[config.mk]
export PLATFORM = sky130hd
export DESIGN_NAME = flit_mux2
export DESIGN_NICKNAME = d
export VERILOG_FILES = /design/src/rtl/flit_mux2.sv
export SDC_FILE = /design/constraint.sdc
export NUM_CORES = 1
export LEC_CHECK = 0
export BUFFER_PORTS_ARGS = -buffer_cell sky130_fd_sc_hd__buf_2
export CORE_MARGIN = 2
export CORE_UTILIZATION = 40
export CTS_CLUSTER_DIAMETER = 40
export DETAILED_ROUTE_END_ITERATION = 7
export PLACE_DENSITY = 0.79
export SETUP_SLACK_MARGIN = 0.5
export SLEW_MARGIN = 20
export SYNTH_ARGS = -nofsm -noshare
export SYNTH_HDL_FRONTEND = slang
export SYNTH_SLANG_ARGS = --single-unit
[constraint.sdc]
create_clock -name clk -period 1.6 [get_ports clk]
set_clock_uncertainty 0.1 [all_clocks]
set_input_delay 0.08 -clock clk [delete_from_list [all_inputs] [get_ports clk]]
set_output_delay 0.08 -clock clk [all_outputs]
set_load 0.02 [all_outputs]
[src/rtl/flit_mux2.sv]
// 2:1 flit multiplexer with packet lock (HEAD..TAIL) and a registered output.
// Optional output flit counter enabled by defining MUX_FLITCNT_EN.
module flit_mux2 #(
    parameter int DATA_W = 39,
    parameter int VCH_W  = 2,
    parameter int SEL_W  = 5
) (
    input  logic              clk,
    input  logic              rst_,
    input  logic [DATA_W-1:0] idata_0,
    input  logic              ivalid_0,
    input  logic [VCH_W-1:0]  ivch_0,
    input  logic [DATA_W-1:0] idata_1,
    input  logic              ivalid_1,
    input  logic [VCH_W-1:0]  ivch_1,
    input  logic [SEL_W-1:0]  sel,
    output logic [DATA_W-1:0] odata,
    output logic              ovalid,
    output logic [VCH_W-1:0]  ovch
`ifdef MUX_FLITCNT_EN
    ,
    output logic [15:0]       flit_cnt
`endif
);

    localparam logic [1:0] FT_HEAD = 2'b01;
    localparam logic [1:0] FT_TAIL = 2'b11;

    typedef enum logic {IDLE, LOCKED} state_t;

    typedef struct packed {
        logic [DATA_W-1:0] data;
        logic              valid;
        logic [VCH_W-1:0]  vch;
    } flit_t;

    state_t     state, state_n;
    logic       lock_port, lock_port_n;
    logic       port, port_ok, load;
    logic [1:0] ftype;
    flit_t      sel_flit, nxt_flit, out_q;

    // Only the two low select bits address a port; the rest are don't-care.
    logic unused_sel;
    assign unused_sel = ^sel[SEL_W-1:2];

    always_comb begin
        port_ok     = 1'b0;
        port        = 1'b0;
        state_n     = state;
        lock_port_n = lock_port;

        if (state == LOCKED) begin
            port_ok = 1'b1;
            port    = lock_port;
        end else begin
            case (sel[1:0])
                2'b01:   begin port_ok = 1'b1; port = 1'b0; end
                2'b10:   begin port_ok = 1'b1; port = 1'b1; end
                default: begin port_ok = 1'b0; port = 1'b0; end
            endcase
        end

        sel_flit = port ? '{data: idata_1, valid: ivalid_1, vch: ivch_1}
                        : '{data: idata_0, valid: ivalid_0, vch: ivch_0};
        load     = port_ok && sel_flit.valid;
        nxt_flit = load ? sel_flit : '0;
        ftype    = sel_flit.data[DATA_W-1 -: 2];

        if (state == IDLE && load && ftype == FT_HEAD) begin
            state_n     = LOCKED;
            lock_port_n = port;
        end else if (state == LOCKED && load && ftype == FT_TAIL) begin
            state_n = IDLE;
        end
    end

    always_ff @(posedge clk) begin
        if (!rst_) begin
            state     <= IDLE;
            lock_port <= 1'b0;
            out_q     <= '0;
        end else begin
            state     <= state_n;
            lock_port <= lock_port_n;
            out_q     <= nxt_flit;
        end
    end

    assign odata  = out_q.data;
    assign ovalid = out_q.valid;
    assign ovch   = out_q.vch;

`ifdef MUX_FLITCNT_EN
    logic [15:0] cnt;

    // Free-running count of forwarded flits, wraps naturally at 16 bits.
    always_ff @(posedge clk) begin
        if (!rst_)               cnt <= '0;
        else if (nxt_flit.valid) cnt <= cnt + 16'd1;
    end

    assign flit_cnt = cnt;
`endif

endmodule

# Word-level counts from Yosys, hierarchy flattened
# Index checks and enable logic that the tools add are counted.
[totals] register_bits=44 in_bits=91 word_cells=25
[op_classes] n_eq_ne=4 muxes=7 bitwise=1 n_reduce_logical=8
[op_table] op="2-to-1 mux 42 bit" count=1
[op_table] op="2-to-1 mux 1 bit" count=6
[op_table] op="logical AND 1 bit" count=5
[op_table] op="== test 2 x 1 -> 1 bit, second input constant" count=2
[op_table] op="== test 2 bit, second input constant" count=2
[op_table] op="AND reduction 2 bit" count=1
[op_table] op="nonzero test 2 bit" count=1
[op_table] op="OR reduction 2 bit" count=1
[op_table] op="NOT 1 bit" count=1

# Depth between registers and ports, before layout
# Gate-level depths: netlist (run 1).
[logic_depth] ltp_word=9 mapped_depth=8 depth_no_buf=6

# Worst setup path after synthesis (run 1)
# Ideal clock, no wire load.
[synth_timing] path_kind="input port to flip-flop" start="input port sel[0]" end="register out_q (netlist bit odata[0])" arrival_ns=1.284 setup_slack_ns=0.101 path_stages=8 n_path_buf=2 path_cell_list="inv_1 ha_1 mux2_4 a22oi_2 nand2b_4 buf_6 buf_8 a21oi_2"
[synth_via] elab_chain_len=6 word_cells_on_any_way=10
[synth_rtl] element="start: declaration" line_no="16" source="input logic [SEL_W-1:0] sel,"
[synth_rtl] element="== test 2 bit / == test 2 x 1 -> 1 bit (equally long branches)" line_no="57" source="case (sel[1:0])"
[synth_rtl] element="OR reduction 2 bit (no source line) / 2-to-1 mux 1 bit (equally long branches)"
[synth_rtl] element="2-to-1 mux 1 bit, on equally long branches" line_no="57, 53"
[synth_rtl] element="2-to-1 mux 1 bit / 2-to-1 mux 42 bit (equally long branches)" line_no="53, 64"
[synth_rtl] element="logical AND 1 bit" line_no="66" source="load = port_ok && sel_flit.valid;"
[synth_rtl] element="AND reduction 2 bit (no source line)"
[synth_rtl] element="end signal: assignment" line_no="86" source="out_q <= nxt_flit;"
[synth_rtl] element="end: declaration" line_no="41" source="flit_t sel_flit, nxt_flit, out_q;"
# Parallel ways exist; a longest one is shown, timed or not.
# A chain may end at the register's enable or synchronous reset.

# Worst setup path in the final report (run 1)
[layout_timing] start="register lock_port" end="register out_q (netlist bit odata[32])"
[layout_via] elab_chain_len=4
[layout_rtl] element="start: declaration" line_no="38" source="logic lock_port, lock_port_n;"
[layout_rtl] element="start signal: assignment" line_no="85" source="lock_port <= lock_port_n;"
[layout_rtl] element="2-to-1 mux 1 bit (*)" line_no="53" source="if (state == LOCKED) begin"
[layout_rtl] element="2-to-1 mux 42 bit (*)" line_no="64" source="sel_flit = port ? '{data: idata_1, valid: ivalid_1, vch: ivch_1}"
[layout_rtl] element="logical AND 1 bit" line_no="66"
[layout_rtl] element="AND reduction 2 bit (no source line)"
# Mark *: on every way between the ends. The rest lies on a longest branch, timed or not.

==> impl_metrics.xml, run 1 <==
<?xml version="1.0" encoding="UTF-8"?>
<metrics>
  <group name="placed_design">
    <metric name="worst_setup_slack_post_dpl" unit="ns">0.0628</metric>
    <metric name="gpl.final_weighted_congestion" unit="">0.783</metric>
    <metric name="port_buffers" unit="">129</metric>
    <metric name="dp_hpwl" unit="µm">3620</metric>
  </group>
  <group name="sta">
    <metric name="period_needed" unit="ns">1.48</metric>
    <metric name="postLayoutSetupSlackWorst" unit="ns">0.118</metric>
    <metric name="hold_violations" unit="">0</metric>
    <metric name="tns" unit="ns">0</metric>
    <metric name="final_max_slew_viol_count" unit="">0</metric>
    <metric name="post-route-period-util" unit="%">92.6</metric>
    <metric name="setup_viol" unit="">0</metric>
    <metric name="max_slew_margin" unit="%">79.8</metric>
    <metric name="rsz0062_at_grt" unit="">true</metric>
    <metric name="max_freq" unit="MHz">675</metric>
    <metric name="tightest_slew" unit="ns">0.297</metric>
    <metric name="holdWs" unit="ns">0.0194</metric>
  </group>
  <group name="floorplan">
    <metric name="row_count" unit="">24</metric>
    <metric name="core-area" unit="mm²">0.00435</metric>
    <metric name="fp.dieW" unit="µm">71.2</metric>
    <metric name="effective_utilization_at_floorplan" unit="%">41.5</metric>
    <metric name="fp.dieArea" unit="mm²">0.00507</metric>
    <metric name="ioPinCount" unit="">133</metric>
    <metric name="dieHeight" unit="µm">71.2</metric>
  </group>
  <group name="global_route">
    <metric name="antenna_violations_before_repair" unit="">0</metric>
    <metric name="grt-ovfl-total" unit="">0</metric>
    <metric name="first_global_vias" unit="">2483</metric>
    <metric name="grt_start_max_net_pins" unit="">21</metric>
    <metric name="grt_usage" unit="%">30.2</metric>
    <metric name="grt_pass1_wl" unit="µm">11700</metric>
  </group>
  <group name="power">
    <metric name="p_leak" unit="nW">1.73</metric>
    <metric name="ir_worst_vdd" unit="µV">497</metric>
    <metric name="power_density" unit="mW/mm²">762</metric>
  </group>
  <group name="synth">
    <metric name="avgSynthCellArea" unit="µm²">9.13</metric>
    <metric name="postSynthNetCount" unit="">290</metric>
    <metric name="synth.yosys.seq_area_share" unit="%">48.7</metric>
    <metric name="synthesis.instances" unit="">198</metric>
    <metric name="mappedNetlistArea" unit="mm²">0.00181</metric>
    <metric name="synth.area.top_cells" unit="">sky130_fd_sc_hd__dfxtp_1, sky130_fd_sc_hd__a21oi_2, sky130_fd_sc_hd__nand2_1, sky130_fd_sc_hd__buf_8, sky130_fd_sc_hd__mux2i_1</metric>
    <metric name="synthesis.yosys.warnings" unit="">0</metric>
    <metric name="postSynthRegisterBits" unit="">44</metric>
    <metric name="netlist-cell-type-count" unit="">23</metric>
    <metric name="synth_area_leader_cell" unit="">sky130_fd_sc_hd__dfxtp_1</metric>
    <metric name="synth_top_area_share" unit="%">48.7</metric>
  </group>
  <group name="drt">
    <metric name="count_of_nets_left_with_antenna_violations_after_detail_routing" unit="">0</metric>
    <metric name="drt_pre_antenna_iters" unit="">5</metric>
    <metric name="vias" unit="">2280</metric>
    <metric name="routed_wl_per_cell" unit="µm">16.0</metric>
    <metric name="dr_iter_0_viols" unit="">72</metric>
    <metric name="remaining_drc_errors" unit="">0</metric>
    <metric name="post_drt_via_cell_ratio" unit="">4.86</metric>
    <metric name="total_detailed_routing_wirelength" unit="µm">7490</metric>
  </group>
  <group name="clocking">
    <metric name="cts.sinks" unit="">44</metric>
    <metric name="total_clock_buffers_created_by_cts" unit="">5</metric>
    <metric name="clock_tree_from_tritoncts" unit="">done</metric>
    <metric name="clock_input_transition_at_the_sequential_cells_of_the_worst_setup_and_hold_paths" unit="ns">0.09</metric>
    <metric name="clock-root-buffer" unit="">sky130_fd_sc_hd__clkbuf_8</metric>
    <metric name="ctsHtreeMaxLevel" unit="">2</metric>
    <metric name="worst_skew_pair.late_latency" unit="ns">0.29</metric>
    <metric name="cts_max_path_buffers" unit="">2</metric>
  </group>
  <group name="setup_path">
    <metric name="path_cells" unit="">mux2_4, a22oi_2, nand2b_4, buf_6, buf_16, a21oi_2</metric>
    <metric name="worst_path_max_delay_cell" unit="">sky130_fd_sc_hd__dfxtp_4</metric>
    <metric name="crit_family" unit="">flip-flops</metric>
    <metric name="cp_data_arrival_time" unit="ns">1.58</metric>
    <metric name="criticalPathCategory" unit="">register to register</metric>
    <metric name="critical_path.startpoint_type" unit="">register</metric>
    <metric name="worst_setup_path_end_kind" unit="">register</metric>
    <metric name="cp.depth" unit="">6</metric>
    <metric name="ff2ff_path_depth" unit="">6</metric>
    <metric name="critPathMaxStageDelay" unit="ns">0.36</metric>
    <metric name="crit_fanout" unit="">6</metric>
    <metric name="cp.required" unit="ns">1.69</metric>
    <metric name="cp_num_buf_inv" unit="">2</metric>
  </group>
  <group name="cells_and_area">
    <metric name="seq_area" unit="µm²">888</metric>
    <metric name="layout-drive-gt1-share" unit="%">47.7</metric>
    <metric name="multi_input_area" unit="µm²">836</metric>
    <metric name="num_antenna_cells" unit="">0</metric>
    <metric name="fin_util" unit="%">81.5</metric>
    <metric name="final_net_count" unit="">508</metric>
    <metric name="layout.filler_cells" unit="">265</metric>
    <metric name="layout-area-overhead-vs-synth" unit="%">96.3</metric>
  </group>
  <group name="hold_path">
    <metric name="min-delay-path-class" unit="">input pin to register</metric>
    <metric name="min_path_cells" unit="">3</metric>
  </group>
  <group name="status">
    <metric name="status" unit="">completed</metric>
  </group>
  <group name="flow_run">
    <metric name="maxCapViolations" unit="">0</metric>
  </group>
</metrics>
synthesized netlist by cell type, drive strengths merged:
master / n
nand2: 81
dfxtp: 44
a21oi: 39
buf: 9
nor2: 5
clkbuf: 4
mux2i: 4
inv: 3
mux2: 3
a22oi: 1
a311oi: 1
a31oi: 1
ha: 1
nand2b: 1
nor3b: 1
sequential cells by signal, indices dropped and copies added, names as in the netlist:
signal	cells
lock_port	1
odata	39
ovalid	1
ovch	2
state	1
area by class of cell:
cell class | count | share of cell area, %
inverter | 3 | 0.317
sequential | 44 | 25.0
timing repair buffer | 224 | 46.1
tap | 52 | 1.83
clock buffer | 5 | 1.94
multi-input combinational | 138 | 23.5
clock inverter | 3 | 1.20
per-layer routing:
metal  track usage (%)  share of wire (%)  vias to the layer above
met3              9.00                8.4                       30
met4              15.3                4.7                        0
li1                  -                  -                     1071
met2              56.9                 54                      141
met1              29.5                 33                     1038
met5                 0                  0                        -
worst reg2reg max path, cell delays in order (launching register included):
cell and delay [ns]:
sky130_fd_sc_hd__dfxtp_4 0.36, sky130_fd_sc_hd__mux2_4 0.30, sky130_fd_sc_hd__a22oi_2 0.13, sky130_fd_sc_hd__nand2b_4 0.21
sky130_fd_sc_hd__buf_6 0.13, sky130_fd_sc_hd__buf_16 0.12, sky130_fd_sc_hd__a21oi_2 0.04
cell families (layout without fill, tap and decap cells):
logic type      Yosys count  count (layout)  share of synthesized area [%]
compound gates           42              42                           20.0
mux                       7               7                           4.50
buf+inv                  16             235                           7.06
fa+ha+maj                 1               1                          0.692
flops                    44              44                           48.7
simple gates             88              88                           19.0
layout by cell type (no fill, tap or decap), drive strengths merged:
cell / netlist / final
clkinv: 0 / 1
nor2: 5 / 5
nand2: 81 / 81
clkbuf: 4 / 5
mux2i: 4 / 4
a22oi: 1 / 1
inv: 3 / 3
ha: 1 / 1
nor3b: 1 / 1
a311oi: 1 / 1
clkinvlp: 0 / 1
bufinv: 0 / 1
nand2b: 1 / 1
dfxtp: 44 / 44
mux2: 3 / 3
buf: 9 / 143
dlygate4sd3: 0 / 81
a21oi: 39 / 39
a31oi: 1 / 1
metrics by stage:
| step | cells | power [mW] | instance area, µm² |
|---|---|---|---|
| 3_3_place_gp | 375 | 1.65 | 2520 |
| 6_report | 469 | 2.71 | 3550 |
| 3_5_place_dp | 375 | 1.66 | 2520 |
| 2_1_floorplan | 198 | 1.47 | 1830 |
| 5_1_grt | 469 | 2.80 | 3550 |
| 4_1_cts | 469 | 2.68 | 3520 |
power by group:
| part | switching (mW) | internal (mW) | total, mW |
|---|---|---|---|
| clock | 0.383 | 0.462 | 0.845 |
| combinational | 0.336 | 0.365 | 0.701 |
| sequential | 0.0166 | 1.14 | 1.16 |
final timing paths:
check / endpoint / from / slack [ns]
setup reg to reg: odata[32] / lock_port / 0.12
setup / recovery: odata[32] / lock_port / 0.12
hold reg to reg: state / state / 0.42
hold / removal: odata[37] / idata_0[37] / 0.02
repair_timing:
action	CTS	global route
pin swaps	0	2
setup buffers	3	0
endpoints found under the hold margin	42	0
gates cloned	2	0
setup endpoints to repair	44	44
gates resized for setup	3	6
hold buffers	81	0
Power figures use the tool's default switching activity.
==> inputs of run 2 (changes only) <==
--- a/config.mk
+++ b/config.mk
@@ -6,8 +6,9 @@
 export NUM_CORES = 1
 export LEC_CHECK = 0
 export BUFFER_PORTS_ARGS = -buffer_cell sky130_fd_sc_hd__buf_2
-export CORE_MARGIN = 2
+export CORE_MARGIN = 4
 export CORE_UTILIZATION = 40
+export CTS_BUF_LIST = sky130_fd_sc_hd__clkbuf_16
 export CTS_CLUSTER_DIAMETER = 40
 export DETAILED_ROUTE_END_ITERATION = 7
 export PLACE_DENSITY = 0.79
==> impl_metrics.xml, run 2 (synthesis results as in run 1) <==
<?xml version="1.0" encoding="UTF-8"?>
<metrics>
  <group name="setup_path">
    <metric name="worst_path_max_delay_cell" unit="">sky130_fd_sc_hd__dfxtp_4</metric>
    <metric name="cp_data_arrival_time" unit="ns">1.65</metric>
    <metric name="criticalPathCategory" unit="">register to register</metric>
    <metric name="path_cells" unit="">buf_4, mux2i_4, buf_4, nand2_1, a21oi_2</metric>
    <metric name="critical_path.startpoint" unit="">lock_port</metric>
    <metric name="ff2ff_path_depth" unit="">5</metric>
    <metric name="critPathMaxStageDelay" unit="ns">0.35</metric>
    <metric name="crit_fanout" unit="">21</metric>
    <metric name="most_frequent_cp_cell" unit="">sky130_fd_sc_hd__buf_4</metric>
    <metric name="regToRegEndpoint" unit="">odata[7]</metric>
    <metric name="rr_startpoint" unit="">lock_port</metric>
    <metric name="setup.reg_to_reg.worst_slack" unit="ns">0.07</metric>
    <metric name="critical_path.startpoint_type" unit="">register</metric>
    <metric name="cp.required" unit="ns">1.72</metric>
    <metric name="critical_path.endpoint" unit="">odata[7]</metric>
    <metric name="worst_setup_path_end_kind" unit="">register</metric>
  </group>
  <group name="floorplan">
    <metric name="fp.dieW" unit="µm">75.2</metric>
    <metric name="core-area" unit="mm²">0.00435</metric>
    <metric name="fp.dieArea" unit="mm²">0.00566</metric>
    <metric name="effective_utilization_at_floorplan" unit="%">41.5</metric>
    <metric name="dieHeight" unit="µm">75.2</metric>
    <metric name="row_count" unit="">24</metric>
    <metric name="ioPinCount" unit="">133</metric>
  </group>
  <group name="power">
    <metric name="p_leak" unit="nW">1.80</metric>
    <metric name="final_total_pwr" unit="mW">2.97</metric>
    <metric name="ir_worst_vdd" unit="µV">547</metric>
    <metric name="power_density" unit="mW/mm²">797</metric>
  </group>
  <group name="placed_design">
    <metric name="dpl-instance-area" unit="mm²">0.00254</metric>
    <metric name="worst_setup_slack_post_dpl" unit="ns">0.0182</metric>
    <metric name="gpl.final_weighted_congestion" unit="">0.742</metric>
    <metric name="port_buffers" unit="">129</metric>
    <metric name="dp_hpwl" unit="µm">3860</metric>
  </group>
  <group name="cells_and_area">
    <metric name="layout.cells.most_common_list" unit="">sky130_fd_sc_hd__buf_2, sky130_fd_sc_hd__nand2_1, sky130_fd_sc_hd__dlygate4sd3_1, sky130_fd_sc_hd__dfxtp_1, sky130_fd_sc_hd__a21oi_2</metric>
    <metric name="num_antenna_cells" unit="">0</metric>
    <metric name="layout-area-overhead-vs-synth" unit="%">106</metric>
    <metric name="fin_util" unit="%">85.6</metric>
    <metric name="final_area" unit="mm²">0.00373</metric>
    <metric name="layout_commonest_cell" unit="">sky130_fd_sc_hd__buf_2</metric>
    <metric name="final_net_count" unit="">512</metric>
    <metric name="layout-drive-gt1-share" unit="%">48.9</metric>
    <metric name="number_of_flip_flops_under_the_largest_register_name" unit="">39</metric>
  </group>
  <group name="flow_run">
    <metric name="maxCapViolations" unit="">0</metric>
  </group>
  <group name="drt">
    <metric name="count_of_nets_left_with_antenna_violations_after_detail_routing" unit="">0</metric>
    <metric name="vias" unit="">2361</metric>
    <metric name="post_drt_via_cell_ratio" unit="">4.99</metric>
    <metric name="remaining_drc_errors" unit="">0</metric>
    <metric name="routed_wl_per_cell" unit="µm">18.6</metric>
    <metric name="drt_pre_antenna_iters" unit="">4</metric>
    <metric name="dr_iter_0_viols" unit="">132</metric>
    <metric name="total_detailed_routing_wirelength" unit="µm">8810</metric>
  </group>
  <group name="sta">
    <metric name="postLayoutSetupSlackWorst" unit="ns">0.0701</metric>
    <metric name="hold_violations" unit="">0</metric>
    <metric name="post-route-period-util" unit="%">95.6</metric>
    <metric name="final_max_slew_viol_count" unit="">0</metric>
    <metric name="tightest_slew" unit="ns">0.283</metric>
    <metric name="setup_viol" unit="">0</metric>
    <metric name="tns" unit="ns">0</metric>
    <metric name="max_freq" unit="MHz">654</metric>
    <metric name="period_needed" unit="ns">1.53</metric>
    <metric name="max_slew_margin" unit="%">81.0</metric>
    <metric name="rsz0062_at_grt" unit="">true</metric>
  </group>
  <group name="global_route">
    <metric name="grt-ovfl-total" unit="">0</metric>
    <metric name="grt_start_max_net_pins" unit="">30</metric>
    <metric name="first_global_vias" unit="">2396</metric>
    <metric name="antenna_violations_before_repair" unit="">0</metric>
    <metric name="grt_pass1_wl" unit="µm">11600</metric>
    <metric name="grt_usage" unit="%">27.9</metric>
  </group>
  <group name="clocking">
    <metric name="cts.sinks" unit="">44</metric>
    <metric name="ctsHtreeMaxLevel" unit="">2</metric>
    <metric name="clock_tree_from_tritoncts" unit="">done</metric>
    <metric name="total_clock_buffers_created_by_cts" unit="">5</metric>
    <metric name="clock_input_transition_at_the_sequential_cells_of_the_worst_setup_and_hold_paths" unit="ns">0.07</metric>
    <metric name="worst_skew_pair.late_latency" unit="ns">0.29</metric>
    <metric name="clock-root-buffer" unit="">sky130_fd_sc_hd__clkbuf_16</metric>
    <metric name="cts_max_path_buffers" unit="">2</metric>
  </group>
  <group name="status">
    <metric name="status" unit="">completed</metric>
  </group>
  <group name="hold_path">
    <metric name="min-delay-path-class" unit="">input pin to register</metric>
  </group>
</metrics>
run 2: cell count changes in the layout (fill, tap and decap cells not counted), moves of 3 or more:
cell	delta
sky130_fd_sc_hd__clkbuf_16	+6
sky130_fd_sc_hd__clkbuf_8	-5
sky130_fd_sc_hd__buf_12	+3
sky130_fd_sc_hd__buf_6	-3
sky130_fd_sc_hd__a21oi_4	+5
sky130_fd_sc_hd__buf_4	+3
sky130_fd_sc_hd__a21oi_2	-4
run 2: repair_timing:
action / 4_1_cts / 5_1_grt
pin swaps: 1 / 1
setup endpoints to repair: 44 / 44
hold endpoints to repair: 41 / 1
gates resized for setup: 5 / 10
hold buffers: 79 / 1
cloned: 3 / 1
setup buffers: 6 / 1
run 2: metrics by stage:
stage,std cells,hold WS (ns)
3_3_place_gp,374,0.222
4_1_cts,470,-0.00847
2_1_floorplan,198,0.0848
6_report,473,0.0330
3_5_place_dp,374,0.230
5_1_grt,473,0.0837
run 2: worst min-delay path by stage:
stage	end	slack, ns	cells after the start	from
2_1_floorplan	lock_port	0.08	2	rst_
3_3_place_gp	odata[23]	0.22	3	idata_0[23]
3_5_place_dp	odata[22]	0.23	3	idata_1[22]
4_1_cts	state	-0.008	3	rst_
5_1_grt	odata[38]	0.08	3	idata_1[38]
6_report	odata[38]	0.03	3	idata_1[38]
run 2: final cells by class:
cell class	count	area, µm²
inverter	3	11.3
multi-input combinational	138	885
sequential	44	888
tap	52	65.1
clock buffer	5	125
timing repair buffer	228	1730
clock inverter	3	23.8
fill	180	627
run 2: metal layers:
metal,GRT usage [%],part of all wire (%)
met5,0,0
met4,12.6,4.6
met3,9.35,11
met2,52.1,50
met1,27.6,34
run 2: worst max-delay path: cells and delay by family (launching register included):
family,cells,cell delay (ns)
buffers and inverters,2,0.45
multiplexers,1,0.23
AND/OR/NAND/NOR,1,0.13
flip-flops,1,0.35
AO/OA/AOI/OAI,1,0.17
run 2: power by group:
group	total [mW]	switching [mW]	internal, mW	leakage [nW]
sequential	1.16	0.0191	1.14	0.359
combinational	0.779	0.372	0.406	1.37
clock	1.03	0.447	0.581	0.0660
==> inputs of run 3 (changes only) <==
--- a/config.mk
+++ b/config.mk
@@ -6,6 +6,7 @@
 export NUM_CORES = 1
 export LEC_CHECK = 0
 export BUFFER_PORTS_ARGS = -buffer_cell sky130_fd_sc_hd__buf_2
+export CORE_ASPECT_RATIO = 0.5
 export CORE_MARGIN = 4
 export CORE_UTILIZATION = 40
 export CTS_BUF_LIST = sky130_fd_sc_hd__clkbuf_16
@@ -13,6 +14,7 @@
 export DETAILED_ROUTE_END_ITERATION = 7
 export PLACE_DENSITY = 0.79
 export SETUP_SLACK_MARGIN = 0.5
+export SKIP_CTS_REPAIR_TIMING = 1
 export SLEW_MARGIN = 20
 export SYNTH_ARGS = -nofsm -noshare
 export SYNTH_HDL_FRONTEND = slang
==> impl_metrics.xml, run 3 (synthesis results as in run 1) <==
<?xml version="1.0" encoding="UTF-8"?>
<metrics>
  <group name="status">
    <metric name="status" unit="">finished with violations</metric>
    <metric name="violated_checks" unit="">negative hold slack</metric>
  </group>
  <group name="drt">
    <metric name="met2_wirelength" unit="µm">4330</metric>
    <metric name="total_detailed_routing_wirelength" unit="µm">8730</metric>
    <metric name="remaining_drc_errors" unit="">0</metric>
    <metric name="topRoutingLayerUsed" unit="">met4</metric>
    <metric name="routed-wl-met3" unit="µm">831</metric>
    <metric name="drt_pre_antenna_iters" unit="">5</metric>
    <metric name="dr_iter_0_viols" unit="">146</metric>
    <metric name="met1_wirelength" unit="µm">2990</metric>
    <metric name="vias" unit="">2421</metric>
    <metric name="routed_wl_per_cell" unit="µm">18.8</metric>
    <metric name="post_drt_via_cell_ratio" unit="">5.22</metric>
    <metric name="count_of_nets_left_with_antenna_violations_after_detail_routing" unit="">0</metric>
  </group>
  <group name="setup_path">
    <metric name="worst_setup_path_end_kind" unit="">register</metric>
    <metric name="critical_path.startpoint_type" unit="">register</metric>
    <metric name="cp_data_arrival_time" unit="ns">1.66</metric>
    <metric name="crit_fanout" unit="">7</metric>
    <metric name="criticalPathCategory" unit="">register to register</metric>
    <metric name="cp.required" unit="ns">1.68</metric>
  </group>
  <group name="global_route">
    <metric name="grt_start_max_net_pins" unit="">40</metric>
    <metric name="grt_usage" unit="%">16.6</metric>
    <metric name="first_global_vias" unit="">1701</metric>
    <metric name="grt-ovfl-total" unit="">0</metric>
    <metric name="antenna_violations_before_repair" unit="">0</metric>
    <metric name="grt_pass1_wl" unit="µm">7560</metric>
  </group>
  <group name="placed_design">
    <metric name="post-place-cells" unit="">373</metric>
    <metric name="port_buffers" unit="">129</metric>
    <metric name="gpl.final_weighted_congestion" unit="">0.761</metric>
    <metric name="worst_setup_slack_post_dpl" unit="ns">-0.0272</metric>
    <metric name="dp_hpwl" unit="µm">3830</metric>
    <metric name="dpl-instance-area" unit="mm²">0.00251</metric>
  </group>
  <group name="floorplan">
    <metric name="row_count" unit="">16</metric>
    <metric name="fp.dieArea" unit="mm²">0.00573</metric>
    <metric name="dieHeight" unit="µm">55.5</metric>
    <metric name="core-area" unit="mm²">0.00412</metric>
    <metric name="fp.dieW" unit="µm">103</metric>
    <metric name="ioPinCount" unit="">133</metric>
    <metric name="effective_utilization_at_floorplan" unit="%">43.8</metric>
  </group>
  <group name="cells_and_area">
    <metric name="layout.filler_cells" unit="">178</metric>
    <metric name="layout.cells.most_common_list" unit="">sky130_fd_sc_hd__buf_2, sky130_fd_sc_hd__nand2_1, sky130_fd_sc_hd__dlygate4sd3_1, sky130_fd_sc_hd__dfxtp_1, sky130_fd_sc_hd__a21oi_2</metric>
    <metric name="num_antenna_cells" unit="">0</metric>
    <metric name="layout_commonest_cell" unit="">sky130_fd_sc_hd__buf_2</metric>
    <metric name="final-instance-count-excl-fill" unit="">464</metric>
    <metric name="number_of_flip_flops_under_the_largest_register_name" unit="">39</metric>
    <metric name="layout-drive-gt1-share" unit="%">48.0</metric>
    <metric name="final_area" unit="mm²">0.00355</metric>
    <metric name="layout-area-overhead-vs-synth" unit="%">96.3</metric>
    <metric name="final_net_count" unit="">502</metric>
  </group>
  <group name="power">
    <metric name="ir_worst_vdd" unit="µV">525</metric>
    <metric name="p_leak" unit="nW">1.72</metric>
    <metric name="power_density" unit="mW/mm²">814</metric>
  </group>
  <group name="sta">
    <metric name="rsz0062_at_grt" unit="">true</metric>
    <metric name="final_max_slew_viol_count" unit="">0</metric>
    <metric name="setup_viol" unit="">0</metric>
    <metric name="tightest_slew" unit="ns">0.446</metric>
    <metric name="period_needed" unit="ns">1.57</metric>
    <metric name="holdWs" unit="ns">-0.00402</metric>
    <metric name="post-route-period-util" unit="%">98.4</metric>
    <metric name="hold_violations" unit="">1</metric>
    <metric name="max_freq" unit="MHz">635</metric>
    <metric name="postLayoutSetupSlackWorst" unit="ns">0.0260</metric>
    <metric name="tns" unit="ns">0</metric>
    <metric name="max_slew_margin" unit="%">70.3</metric>
  </group>
  <group name="clocking">
    <metric name="total_clock_buffers_created_by_cts" unit="">5</metric>
    <metric name="cts_max_path_buffers" unit="">2</metric>
    <metric name="clock_tree_from_tritoncts" unit="">done</metric>
    <metric name="clock_input_transition_at_the_sequential_cells_of_the_worst_setup_and_hold_paths" unit="ns">0.07</metric>
    <metric name="worst_skew_pair.late_latency" unit="ns">0.29</metric>
    <metric name="ctsHtreeMaxLevel" unit="">2</metric>
    <metric name="cts.sinks" unit="">44</metric>
    <metric name="clock-root-buffer" unit="">sky130_fd_sc_hd__clkbuf_16</metric>
  </group>
  <group name="flow_run">
    <metric name="maxCapViolations" unit="">0</metric>
  </group>
  <group name="hold_path">
    <metric name="min-delay-path-class" unit="">input pin to register</metric>
  </group>
</metrics>
[run 3: cell count changes in the layout (fill, tap and decap cells not counted), moves of 2 or more]
cell | before | now
sky130_fd_sc_hd__buf_4 | 10 | 3
sky130_fd_sc_hd__buf_6 | 0 | 2
sky130_fd_sc_hd__a21oi_4 | 6 | 1
sky130_fd_sc_hd__buf_12 | 5 | 3
sky130_fd_sc_hd__a21oi_2 | 32 | 38
sky130_fd_sc_hd__buf_16 | 3 | 0
[run 3: per-layer routing]
layer / vias up / global-route usage [%]
met2: 182 / 30.5
met3: 59 / 5.65
met1: 1121 / 17.3
met5: - / 0
met4: 0 / 5.90
li1: 1059 / -
[run 3: power by group]
| group | switching (mW) | leakage, nW | internal [mW] |
|---|---|---|---|
| logic | 0.361 | 1.30 | 0.357 |
| registers | 0.0190 | 0.359 | 1.15 |
| clock network | 0.438 | 0.0657 | 0.567 |
| total | 0.818 | 1.72 | 2.07 |
[run 3: critical path, stage by stage, from the launching register on]
cell	delay, ns
sky130_fd_sc_hd__dfxtp_4	0.36
sky130_fd_sc_hd__mux2_4	0.29
sky130_fd_sc_hd__a22oi_2	0.16
sky130_fd_sc_hd__nand2b_4	0.29
sky130_fd_sc_hd__clkbuf_16	0.21
sky130_fd_sc_hd__a21oi_2	0.05
[run 3: final timing paths]
path	cells after the start	from	end	slack [ns]
max	5	lock_port	odata[25]	0.03
min	3	rst_	state	-0.004
max reg2reg	5	lock_port	odata[25]	0.03
min reg2reg	2	state	state	0.44
[run 3: area by class of cell]
class                   count  area, µm²  area share [%]
multi-input cells         138        855            24.1
repair buffers            218       1590            44.9
clock buffers               5        125            3.53
clock inverters             2       12.5           0.353
well taps                  54       67.6            1.90
flip-flops and latches     44        886            25.0
inverters                   3       11.3           0.317
[run 3: through the flow]
step	util (%)	total power, mW
2_1_floorplan	-	1.47
3_3_place_gp	60.8	1.64
3_5_place_dp	60.8	1.66
4_1_cts	64.1	2.64
5_1_grt	86.0	2.98
6_report	86.0	2.89
